## src/rtl/flex_stp_deser_if.sv

```systemverilog
// Lane-input / word-output bundle for the flexible deserializer.
// Driver side is master; the deserializer is slave.
interface flex_stp_deser_if #(
  parameter int NUM_BITS = 8,
  parameter int LANES    = 1
);
  localparam int CW = $clog2(NUM_BITS / LANES) + 1;

  logic                shift_enable;
  logic [LANES-1:0]    serial_in;
  logic                clear;
  logic                word_ack;
  logic [NUM_BITS-1:0] parallel_out;
  logic [NUM_BITS-1:0] word_out;
  logic                word_valid;
  logic                overrun;
  logic [CW-1:0]       shift_count;

  modport master (
    output shift_enable, serial_in, clear, word_ack,
    input  parallel_out, word_out, word_valid,
    input  overrun, shift_count
  );

  modport slave (
    input  shift_enable, serial_in, clear, word_ack,
    output parallel_out, word_out, word_valid,
    output overrun, shift_count
  );
endinterface

```

## src/rtl/flex_stp_deser.sv

```systemverilog
// Multi-lane serial-to-parallel shift register with word capture,
// valid/ack handoff and sticky overrun.
module flex_stp_deser #(
  parameter int NUM_BITS   = 8,
  parameter int LANES      = 1,
  parameter bit SHIFT_MSB  = 1'b1,
  parameter bit RESET_ONES = 1'b1
) (
  input logic clk,
  input logic n_rst,
  flex_stp_deser_if.slave bus
);
  localparam int WORDS = NUM_BITS / LANES;
  localparam int CW    = $clog2(WORDS) + 1;
  localparam logic [NUM_BITS-1:0] FILL =
    RESET_ONES ? '1 : '0;

  if ((LANES < 1) || (LANES > NUM_BITS) ||
      (NUM_BITS < 2) || (NUM_BITS % LANES != 0))
  begin : g_bad_param
    $error("flex_stp_deser: bad NUM_BITS/LANES");
  end

  typedef enum logic {
    EMPTY = 1'b0,
    FULL  = 1'b1
  } state_e;

  state_e              state_q, state_d;
  logic [NUM_BITS-1:0] sr_q, sr_d;
  logic [NUM_BITS-1:0] word_q, word_d;
  logic [CW-1:0]       cnt_q, cnt_d;
  logic                ovr_q, ovr_d;
  logic [NUM_BITS-1:0] sr_shift;
  logic                last;
  logic                complete;

  if (LANES == NUM_BITS) begin : g_whole
    assign sr_shift = bus.serial_in;
  end else if (SHIFT_MSB) begin : g_msb
    assign sr_shift =
      {sr_q[NUM_BITS-LANES-1:0], bus.serial_in};
  end else begin : g_lsb
    assign sr_shift =
      {bus.serial_in, sr_q[NUM_BITS-1:LANES]};
  end

  assign last     = (cnt_q == CW'(WORDS - 1));
  assign complete = bus.shift_enable && last;

  always_ff @(posedge clk or negedge n_rst) begin
    if (!n_rst) begin
      state_q <= EMPTY;
      sr_q    <= FILL;
      word_q  <= '0;
      cnt_q   <= '0;
      ovr_q   <= 1'b0;
    end else begin
      state_q <= state_d;
      sr_q    <= sr_d;
      word_q  <= word_d;
      cnt_q   <= cnt_d;
      ovr_q   <= ovr_d;
    end
  end

  always_comb begin
    state_d = state_q;
    sr_d    = sr_q;
    word_d  = word_q;
    cnt_d   = cnt_q;
    ovr_d   = ovr_q;
    if (bus.clear) begin
      state_d = EMPTY;
      sr_d    = FILL;
      word_d  = '0;
      cnt_d   = '0;
      ovr_d   = 1'b0;
    end else begin
      if (bus.shift_enable) begin
        sr_d  = sr_shift;
        cnt_d = last ? '0 : cnt_q + 1'b1;
      end
      if (complete) begin
        word_d = sr_shift;
      end
      // a same-cycle ack frees the slot for the new word
      unique case (state_q)
        EMPTY: begin
          if (complete) state_d = FULL;
        end
        FULL: begin
          if (complete) begin
            if (!bus.word_ack) ovr_d = 1'b1;
          end else if (bus.word_ack) begin
            state_d = EMPTY;
          end
        end
        default: state_d = EMPTY;
      endcase
    end
  end

  assign bus.parallel_out = sr_q;
  assign bus.word_out     = word_q;
  assign bus.word_valid   = (state_q == FULL);
  assign bus.overrun      = ovr_q;
  assign bus.shift_count  = cnt_q;
endmodule

```

## src/flat_wrapper.sv

```systemverilog
// flat-port wrapper written by rule: the top's interface ports become plain ports
module flex_stp_deser_flat 
#(
  parameter int NUM_BITS   = 8,
  parameter int LANES      = 1,
  parameter bit SHIFT_MSB  = 1'b1,
  parameter bit RESET_ONES = 1'b1
)
  (clk, n_rst, bus_shift_enable, bus_serial_in, bus_clear, bus_word_ack, bus_parallel_out, bus_word_out, bus_word_valid, bus_overrun, bus_shift_count);
  flex_stp_deser_if #(.NUM_BITS(NUM_BITS), .LANES(LANES)) bus_i ();
  input logic clk;
  input logic n_rst;
  input wire logic [$bits(bus_i.shift_enable)-1:0] bus_shift_enable;
  input wire logic [$bits(bus_i.serial_in)-1:0] bus_serial_in;
  input wire logic [$bits(bus_i.clear)-1:0] bus_clear;
  input wire logic [$bits(bus_i.word_ack)-1:0] bus_word_ack;
  output wire logic [$bits(bus_i.parallel_out)-1:0] bus_parallel_out;
  output wire logic [$bits(bus_i.word_out)-1:0] bus_word_out;
  output wire logic [$bits(bus_i.word_valid)-1:0] bus_word_valid;
  output wire logic [$bits(bus_i.overrun)-1:0] bus_overrun;
  output wire logic [$bits(bus_i.shift_count)-1:0] bus_shift_count;
  assign bus_i.shift_enable = bus_shift_enable;
  assign bus_i.serial_in = bus_serial_in;
  assign bus_i.clear = bus_clear;
  assign bus_i.word_ack = bus_word_ack;
  assign bus_parallel_out = bus_i.parallel_out;
  assign bus_word_out = bus_i.word_out;
  assign bus_word_valid = bus_i.word_valid;
  assign bus_overrun = bus_i.overrun;
  assign bus_shift_count = bus_i.shift_count;
  flex_stp_deser #(.NUM_BITS(NUM_BITS), .LANES(LANES), .SHIFT_MSB(SHIFT_MSB), .RESET_ONES(RESET_ONES)) u_core (.clk(clk), .n_rst(n_rst), .bus(bus_i));
endmodule
```

## config.mk

```make
export PLATFORM = sky130hd
export DESIGN_NAME = flex_stp_deser_flat
export DESIGN_NICKNAME = d
export VERILOG_FILES = /design/src/rtl/flex_stp_deser_if.sv /design/src/rtl/flex_stp_deser.sv /design/src/flat_wrapper.sv
export SDC_FILE = /design/constraint.sdc
export NUM_CORES = 1
export LEC_CHECK = 0
export CORE_MARGIN = 4
export CORE_UTILIZATION = 47
export DETAILED_ROUTE_END_ITERATION = 6
export PLACE_DENSITY = 0.77
export SETUP_SLACK_MARGIN = 0.3
export SLEW_MARGIN = 5
export SYNTH_ARGS = -nofsm -noshare
export SYNTH_HDL_FRONTEND = slang
export SYNTH_SLANG_ARGS = --single-unit
```

## constraint.sdc

```tcl
create_clock -name clk -period 1.9 [get_ports clk]
set_clock_uncertainty 0.2 [all_clocks]
set_input_delay 0.285 -clock clk [delete_from_list [all_inputs] [get_ports clk]]
set_output_delay 0.285 -clock clk [all_outputs]
set_load 0.01 [all_outputs]
```

* Yosys cells after proc, flatten, opt, wreduce, memory -nomap -nowiden
Cells that the tools add are included.
** Word-level totals
- Input port bits :: 6
- Flip-flop bits (word level) :: 22
- Logic and storage cells :: 30
** Cells by class
- Add/subtract/negate cells :: 1
- Reduce and logical (&&, ||, !) cells :: 5
- Eq/ne operators :: 2
- Bitwise operators :: 1
- Muxes and demuxes :: 16
** Operators with widths (number)
- $mux 8 :: 4
- $mux 4 :: 3
- $mux 1 :: 8
- $reduce_bool 2->1 :: 3
- $add 4x1->4 const B :: 1
- $eq 4x3->1 const B :: 1
- $reduce_and 3->1 :: 1
- $ne 2x2->1 const B :: 1
- $pmux 1 s2 :: 1
- $logic_and 1x1->1 :: 1
- $not 1->1 :: 1

* Depth between registers and ports, before layout
Gate-level depths: netlist (run 1).
- Depth in word-level cells :: 5
- Gate-level depth with buffers :: 4

* Worst setup path after synthesis (run 1)
OpenSTA, ideal clock, no wires.
- Path type :: flip-flop to flip-flop
- Start :: register u_core.cnt_q[0] (netlist: u_core.bus.shift_count[0])
- End :: register u_core.word_q[0] (netlist: u_core.bus.word_out[0])
- Clock period less this slack :: 1486 ps
- Arrival time :: 1162 ps
- Buffers on the path :: 1
- Setup slack :: 414 ps
- Stages on the path, launching flop included :: 5
- Path through :: dfrtp_1 > ha_1 > and4b_1 > buf_4 > mux2i_1
** Between the ends
- Longest elaborated chain between the ends :: 3
** Ends and longest elaborated chain
- from (decl) :: line flex_stp_deser.sv:32 : logic [CW-1:0] cnt_q, cnt_d;
- from (signal assigned) :: line flex_stp_deser.sv:62 : cnt_q <= cnt_d;
- $eq 4x3->1 :: line flex_stp_deser.sv:48 : assign last = (cnt_q == CW'(WORDS - 1));
- $logic_and 1x1->1 :: line flex_stp_deser.sv:49 : assign complete = bus.shift_enable && last;
- $reduce_bool 2->1 (no source line)
- to (signal assigned) :: line flex_stp_deser.sv:61 : word_q <= word_d;
- to (decl) :: line flex_stp_deser.sv:31 : logic [NUM_BITS-1:0] word_q, word_d;
No other way between the ends.
A chain may end at the register's enable or synchronous reset.

* Final worst setup path (run 1)
- Start :: register u_core.cnt_q[0] (netlist: u_core.bus.shift_count[0])
- End :: register u_core.cnt_q[0] (netlist: u_core.bus.shift_count[0])
** Between the ends
- Longest elaborated chain between the ends :: 4
** Ends and longest elaborated chain
- $add 4x1->4 / $eq 4x3->1 (equally long branches) :: line flex_stp_deser.sv:82, flex_stp_deser.sv:48
- $mux 4 * :: line flex_stp_deser.sv:82 : cnt_d = last ? '0 : cnt_q + 1'b1;
- $mux 4 * :: line flex_stp_deser.sv:80 : if (bus.shift_enable) begin
- $mux 4 * :: line flex_stp_deser.sv:73 : if (bus.clear) begin
Every way passes the cells marked *; elsewhere a longest branch is shown, timed or not. The select of a mux whose other input is x is not followed.

==> run summary, run 1 <==
Routed len/inst = 14.7 um
H-tree depth = 1
# DRC = 0
Vias in the first global route = 799
Slowest cell on crit path = dfrtp_1
Clock Pin Slew Worst Setup and Hold Paths = 0.13 ns
Largest net degree at the start of global routing = 23
Worst VDD drop = 0.668 mV
Int Pwr = 782 uW
Commonest non-fill, non-tap cell in the layout = nand2b_1
GRT Residual Overflow = 0
GP Congestion = 0.655
Detailed placement HPWL = 1.49 mm
Overall Global Routing Usage = 15.5%
CP peak stage delay = 0.40 ns
Nets = 136
CTS tree = done
Combinational share of power = 14.6%
Worst R2R Setup Slack = 0.34 ns
Port bufs = 27
Area after DPL = 1380 um^2
Pleak = 0.718 nW
Clock share of power = 35.9%
Boundary pin count = 28
Starting DRT DRC Count = 12
Antenna Violating Nets Remaining = 0
CP Cell Sequence = buf_4, ha_4, and4b_2, clkbuf_16, nor3_2
# hold bufs at CTS = 0
Post-Syn Area = 1050 um^2
Top Family by Delay on Critical Path = flip-flops
Clock Root Buffer = clkbuf_4
Synthesized area per cell = 12.2 um^2
Status = complete, no violations
CTS sink count = 22
Setup-failing EPs final = 0
RSZ-0062 raised after global routing = false
Sw Share = 22.8%
Initial antenna violation count = 0
Worst EP arrival = 1.60 ns
Setup TNS = 0 ns
Die area = 3060 um^2
Net switching power figure = 230 uW
Chip height = 55.3 um
Sequential share of power = 49.5%
Core box area = 2040 um^2
Distinct cells, synth = 22
Via/cell ratio = 5.07
Buf/Inv on CP = 2
Net Count, Synth = 93
Register bit total from synthesis = 22
Most frequent cells in the layout = 18 x nand2b_1, 14 x dlygate4sd2_1, 14 x dfrtp_1
Die W = 55.3 um
Cell area power density = 674 nW/um^2
Hold WC Path Type = in -> async
DR pass1 iterations = 4
WP data required = 1.95 ns
Worst slew pin tran = 0.272 ns
Worst R2R End = u_core.bus.shift_count[0]$_DFFE_PN0P_
Starting Density = 51.5%
R2R depth = 5
Clk Latency, worst-skew pair = 0.31 ns
Synth-to-Final Area Change = 42.9%
Crit path launch type = flip-flop
Drt total wl = 2.28 mm
Warnings from Yosys = 0
CTS Buffer Depth = 2
Final-layout fill cell count = 149
Minimum clock period = 1.56 ns
Num rows = 16
Pins Over Slew Limit = 0
Total number of vias = 786
Diodes inserted = 0
Period utilization = 82.0%
Relative max-transition margin = 81.8%
Post-Syn Instances = 86
Kind of critical path = reg -> reg
Cell area after layout = 1500 um^2
Layout cells sized above 1 = 33.6%
Worst R2R Start = u_core.bus.shift_count[0]$_DFFE_PN0P_
Worst-path maximum fanout = 4
Final Hold Viols = 0
Crit end category = flip-flop
Seq/Total Area, Yosys = 53.3%
Max-cap violations = 0
F_max = 642 MHz
First-pass GRT wire length = 3.77 mm
CTS Buf Count = 3
-- synth_stat cells --
library cell,number,area (um^2)
nand2b_1,18,113
dfrtp_1,14,350
mux2i_1,9,90.1
a211o_1,8,70.1
dfstp_2,8,210
nor2b_1,6,37.5
and2b_1,3,22.5
clkbuf_1,3,11.3
a21oi_1,2,10.0
buf_6,2,22.5
nor3_1,2,10.0
a21bo_2,1,10.0
and4b_1,1,10.0
buf_4,1,7.51
ha_1,1,12.5
mux2_4,1,15.0
nand3b_1,1,7.51
nand4_2,1,12.5
nand4b_1,1,8.76
nor2_1,1,3.75
o31ai_1,1,7.51
xnor2_1,1,8.76
-- power by group through the flow --
| stage | clock, mW | sequential [mW] | combinational (mW) |
|---|---|---|---|
| after global routing | 0.387 | 0.505 | 0.162 |
| after floorplan | 0 | 0.521 | 0.0549 |
| after global placement | 0 | 0.516 | 0.123 |
| after CTS | 0.374 | 0.500 | 0.152 |
| after detailed placement | 0 | 0.518 | 0.127 |
| final | 0.363 | 0.501 | 0.148 |
-- logic make-up (layout without fill, tap and decap cells) --
logic type / count (synthesis) / after routing / synth area share, %
DFF: 22 / 22 / 53.3
adders and majority gates: 1 / 1 / 1.19
AOI/OAI and AO/OA: 12 / 12 / 9.29
muxes: 10 / 10 / 10.0
and+or+nand+nor: 34 / 34 / 21.4
xor gates and xnor gates: 1 / 1 / 0.833
buffers and inverters: 6 / 48 / 3.93
-- what timing repair did --
action / 4_1_cts / 5_1_grt
setup endpoints to repair: 31 / 14
cloned: 0 / 1
hold endpoints to repair: 0 / 0
gates resized for setup: 36 / 12
buffers inserted: 10 / 1
pin swaps: 1 / 2
-- area by class of cell --
type,instances,area [um^2],area share [%]
clock buffers,3,22.5,1.50
clock inverters,1,30.0,2.00
multi-input cells,58,468,31.2
flip-flops and latches,22,561,37.3
well taps,27,33.8,2.25
repair buffers,44,387,25.8
-- worst register-to-register path: stages, from the launching register on --
cell,delay (ns)
dfrtp_1,0.40
buf_4,0.16
ha_4,0.16
and4b_2,0.25
clkbuf_16,0.17
nor3_2,0.15
-- worst max path at each step --
stage                                                 startpoint                                    end  slack [ns]  cells past startpoint
after CTS                 u_core.bus.parallel_out[2]$_DFFE_PN1P_                    bus_parallel_out[2]        0.22                      1
after global routing       u_core.bus.shift_count[0]$_DFFE_PN0P_  u_core.bus.shift_count[0]$_DFFE_PN0P_        0.28                      5
after floorplan            u_core.bus.shift_count[0]$_DFFE_PN0P_     u_core.bus.word_out[0]$_DFFE_PN0P_        0.41                      4
after global placement                          bus_shift_enable  u_core.bus.shift_count[3]$_DFFE_PN0P_        0.15                      4
final                      u_core.bus.shift_count[0]$_DFFE_PN0P_  u_core.bus.shift_count[0]$_DFFE_PN0P_        0.34                      5
after detailed placement                        bus_shift_enable  u_core.bus.shift_count[3]$_DFFE_PN0P_        0.12                      4
-- per-layer routing --
metal,vias up,track usage (%),wire length [um]
met3,5,3.03,103
met5,-,0,0
met2,22,24.2,1120
li1,381,-,-
met4,0,8.33,46
met1,378,20.1,1010
-- metrics by stage --
| step | worst slack, ns | hold slack, ns | utilization, % | std cells | total power, mW |
|---|---|---|---|---|---|
| global route | 0.284 | 0.102 | 73.5 | 155 | 1.05 |
| detailed placement | 0.120 | 0.291 | 67.4 | 139 | 0.645 |
| CTS | 0.220 | 0.0927 | 73.7 | 153 | 1.03 |
| global placement | 0.152 | 0.269 | 67.4 | 139 | 0.639 |
| finish | 0.341 | 0.0966 | 73.5 | 155 | 1.01 |
| floorplan | 0.414 | -0.211 | - | 86 | 0.576 |
-- sequential cells by signal, summed over array words and instances (netlist names) --
name                     count
u_core.bus.shift_count       4
u_core.bus.word_valid        1
u_core.bus.parallel_out      8
u_core.bus.overrun           1
u_core.bus.word_out          8
Power figures use the tool's default switching activity.
==> run 2: changes to the inputs <==
--- a/config.mk
+++ b/config.mk
@@ -6,9 +6,9 @@
 export NUM_CORES = 1
 export LEC_CHECK = 0
 export CORE_MARGIN = 4
-export CORE_UTILIZATION = 47
+export CORE_UTILIZATION = 42
 export DETAILED_ROUTE_END_ITERATION = 6
-export PLACE_DENSITY = 0.77
+export PLACE_DENSITY = 0.73
 export SETUP_SLACK_MARGIN = 0.3
 export SLEW_MARGIN = 5
 export SYNTH_ARGS = -nofsm -noshare
==> constraint.sdc (replaced) <==
create_clock -name clk -period 1.4 [get_ports clk]
set_clock_uncertainty 0.2 [all_clocks]
set_input_delay 0.21 -clock clk [delete_from_list [all_inputs] [get_ports clk]]
set_output_delay 0.21 -clock clk [all_outputs]
set_load 0.01 [all_outputs]
==> run 2 against run 1 <==
  * The run now ends with setup timing left
  * Non-clock buffer count rose by 10
  * Critical path depth did not move
  * Power rose by 31%
  * Count of clock-buffer cells in the layout rose by 1
  * Register-to-register slack got worse by 0.41 ns
  * Setup slack got worse by 0.41 ns
  * Global-route usage rose by 0.22 points
  * Final cell count rose by 7.1%
  * Highest routed layer unchanged
==> run summary, run 2 (synthesis results as in run 1) <==
Final Hold Viols = 0
Int Pwr = 998 uW
GRT Residual Overflow = 0
Pleak = 0.819 nW
Worst-path maximum fanout = 9
CTS Buf Count = 3
Worst VDD drop = 0.907 mV
Most frequent cells in the layout = 18 x nand2b_1, 18 x buf_6, 14 x buf_4
Worst Slack Setup Final = -0.0660 ns
Clk Latency, worst-skew pair = 0.31 ns
# DRC = 0
Fin util = 72.8%
Setup TNS = -0.555 ns
Status = complete, but fails checks
Drt total wl = 2.58 mm
Core box area = 2300 um^2
CTS Buffer Depth = 2
Relative max-transition margin = 81.0%
CTS sink count = 22
Via/cell ratio = 5.18
Clock Pin Slew Worst Setup and Hold Paths = 0.13 ns
CTS tree = done
First-pass GRT wire length = 4.11 mm
Synth-to-Final Area Change = 59.0%
Starting Density = 45.8%
Setup-failing EPs final = 11
Crit path launch type = flip-flop
Die W = 58.0 um
Largest net degree at the start of global routing = 23
GP Congestion = 0.684
F_max = 682 MHz
Initial antenna violation count = 0
Die area = 3370 um^2
Clock Root Buffer = clkbuf_4
Cell area power density = 793 nW/um^2
R2R depth = 5
Kind of critical path = reg -> reg
Worst slew pin tran = 0.285 ns
Num rows = 17
Worst Setup SP = u_core.bus.shift_count[0]$_DFFE_PN0P_
Worst R2R End = u_core.bus.word_out[0]$_DFFE_PN0P_
Clock share of power = 26.9%
Worst EP arrival = 1.47 ns
Detailed placement HPWL = 1.57 mm
H-tree depth = 1
Max-cap violations = 0
Worst R2R Setup Slack = -0.07 ns
Sw Share = 24.8%
Worst R2R Start = u_core.bus.shift_count[0]$_DFFE_PN0P_
Total number of vias = 860
Starting DRT DRC Count = 23
Crit end category = flip-flop
Antenna Violating Nets Remaining = 0
Boundary pin count = 28
WP data required = 1.41 ns
RSZ-0062 raised after global routing = true
Cell area after layout = 1670 um^2
Pins Over Slew Limit = 0
Port bufs = 27
Period utilization = 105%
Routed len/inst = 15.5 um
Pre-CTS worst setup slack = -0.246 ns
Design Power = 1.33 mW
Minimum clock period = 1.47 ns
Chip height = 58.0 um
Area after DPL = 1480 um^2
Net switching power figure = 328 uW
Vias in the first global route = 853
Failing checks = setup timing
Nets = 146
DR pass1 iterations = 4
Overall Global Routing Usage = 15.7%
Layout cells sized above 1 = 53.6%
Combinational share of power = 21.4%
Final-layout fill cell count = 163
Hold WC Path Type = in -> async
Diodes inserted = 0
Sequential share of power = 51.7%
[run 2: cell count changes in the layout (fill, tap and decap cells not counted), moves of 3 or more]
cell and change:
buf_6 +17, dlygate4sd2_1 -13, buf_2 +8, nor2b_1 -4, nor2b_4 +4, clkbuf_2 -3
[run 2: area by class of cell]
| type | count | area, um^2 | area share [%] |
|---|---|---|---|
| Sequential cell | 22 | 563 | 33.7 |
| Multi-Input combinational cell | 58 | 520 | 31.1 |
| Timing Repair Buffer | 54 | 517 | 30.9 |
| Clock buffer | 4 | 36.3 | 2.17 |
| Tap cell | 28 | 35.0 | 2.10 |
[run 2: routing by layer]
| layer | track usage, % | routed length [um] | vias to the layer above |
|---|---|---|---|
| li1 | - | - | 401 |
| met1 | 20.4 | 1170 | 438 |
| met5 | 0 | 0 | - |
| met4 | 3.97 | 22 | 0 |
| met3 | 3.56 | 104 | 2 |
| met2 | 26.3 | 1280 | 19 |
[run 2: what timing repair did]
action                                  4_1_cts  5_1_grt
pin swaps                                     9        5
cloned                                        1        0
hold buffers                                  0        0
gates resized for setup                     105       14
endpoints found under the setup margin       44       44
setup buffers                                 8        3
hold endpoints to repair                      0        0
[run 2: power groups by stage]
stage	Sequential [mW]	Clock (mW)	Combinational, mW
global route	0.689	0.394	0.304
CTS	0.684	0.365	0.263
floorplan	0.711	0	0.0762
global placement	0.696	0	0.204
finish	0.685	0.357	0.284
detailed placement	0.697	0	0.211
[run 2: worst max path at each step]
stage / slack, ns / endpoint
finish: -0.07 / u_core.bus.word_out[0]$_DFFE_PN0P_
global placement: -0.22 / u_core.bus.shift_count[3]$_DFFE_PN0P_
global route: -0.14 / u_core.bus.word_out[0]$_DFFE_PN0P_
CTS: -0.07 / u_core.bus.shift_count[0]$_DFFE_PN0P_
floorplan: 0.03 / u_core.bus.shift_count[0]$_DFFE_PN0P_
detailed placement: -0.25 / u_core.bus.shift_count[3]$_DFFE_PN0P_
[run 2: stage by stage]
| step | hold slack [ns] | cells |
|---|---|---|
| final | 0.0317 | 166 |
| after global routing | 0.0340 | 166 |
| after CTS | 0.0329 | 163 |
| after detailed placement | 0.282 | 150 |
| after global placement | 0.269 | 150 |
| after floorplan | -0.286 | 86 |
[run 2: worst max-delay path, stage by stage (launching register included)]
cell and delay, ns:
dfrtp_2 0.43, buf_6 0.12, ha_4 0.14, and4b_1 0.20
buf_12 0.16, mux2i_1 0.11
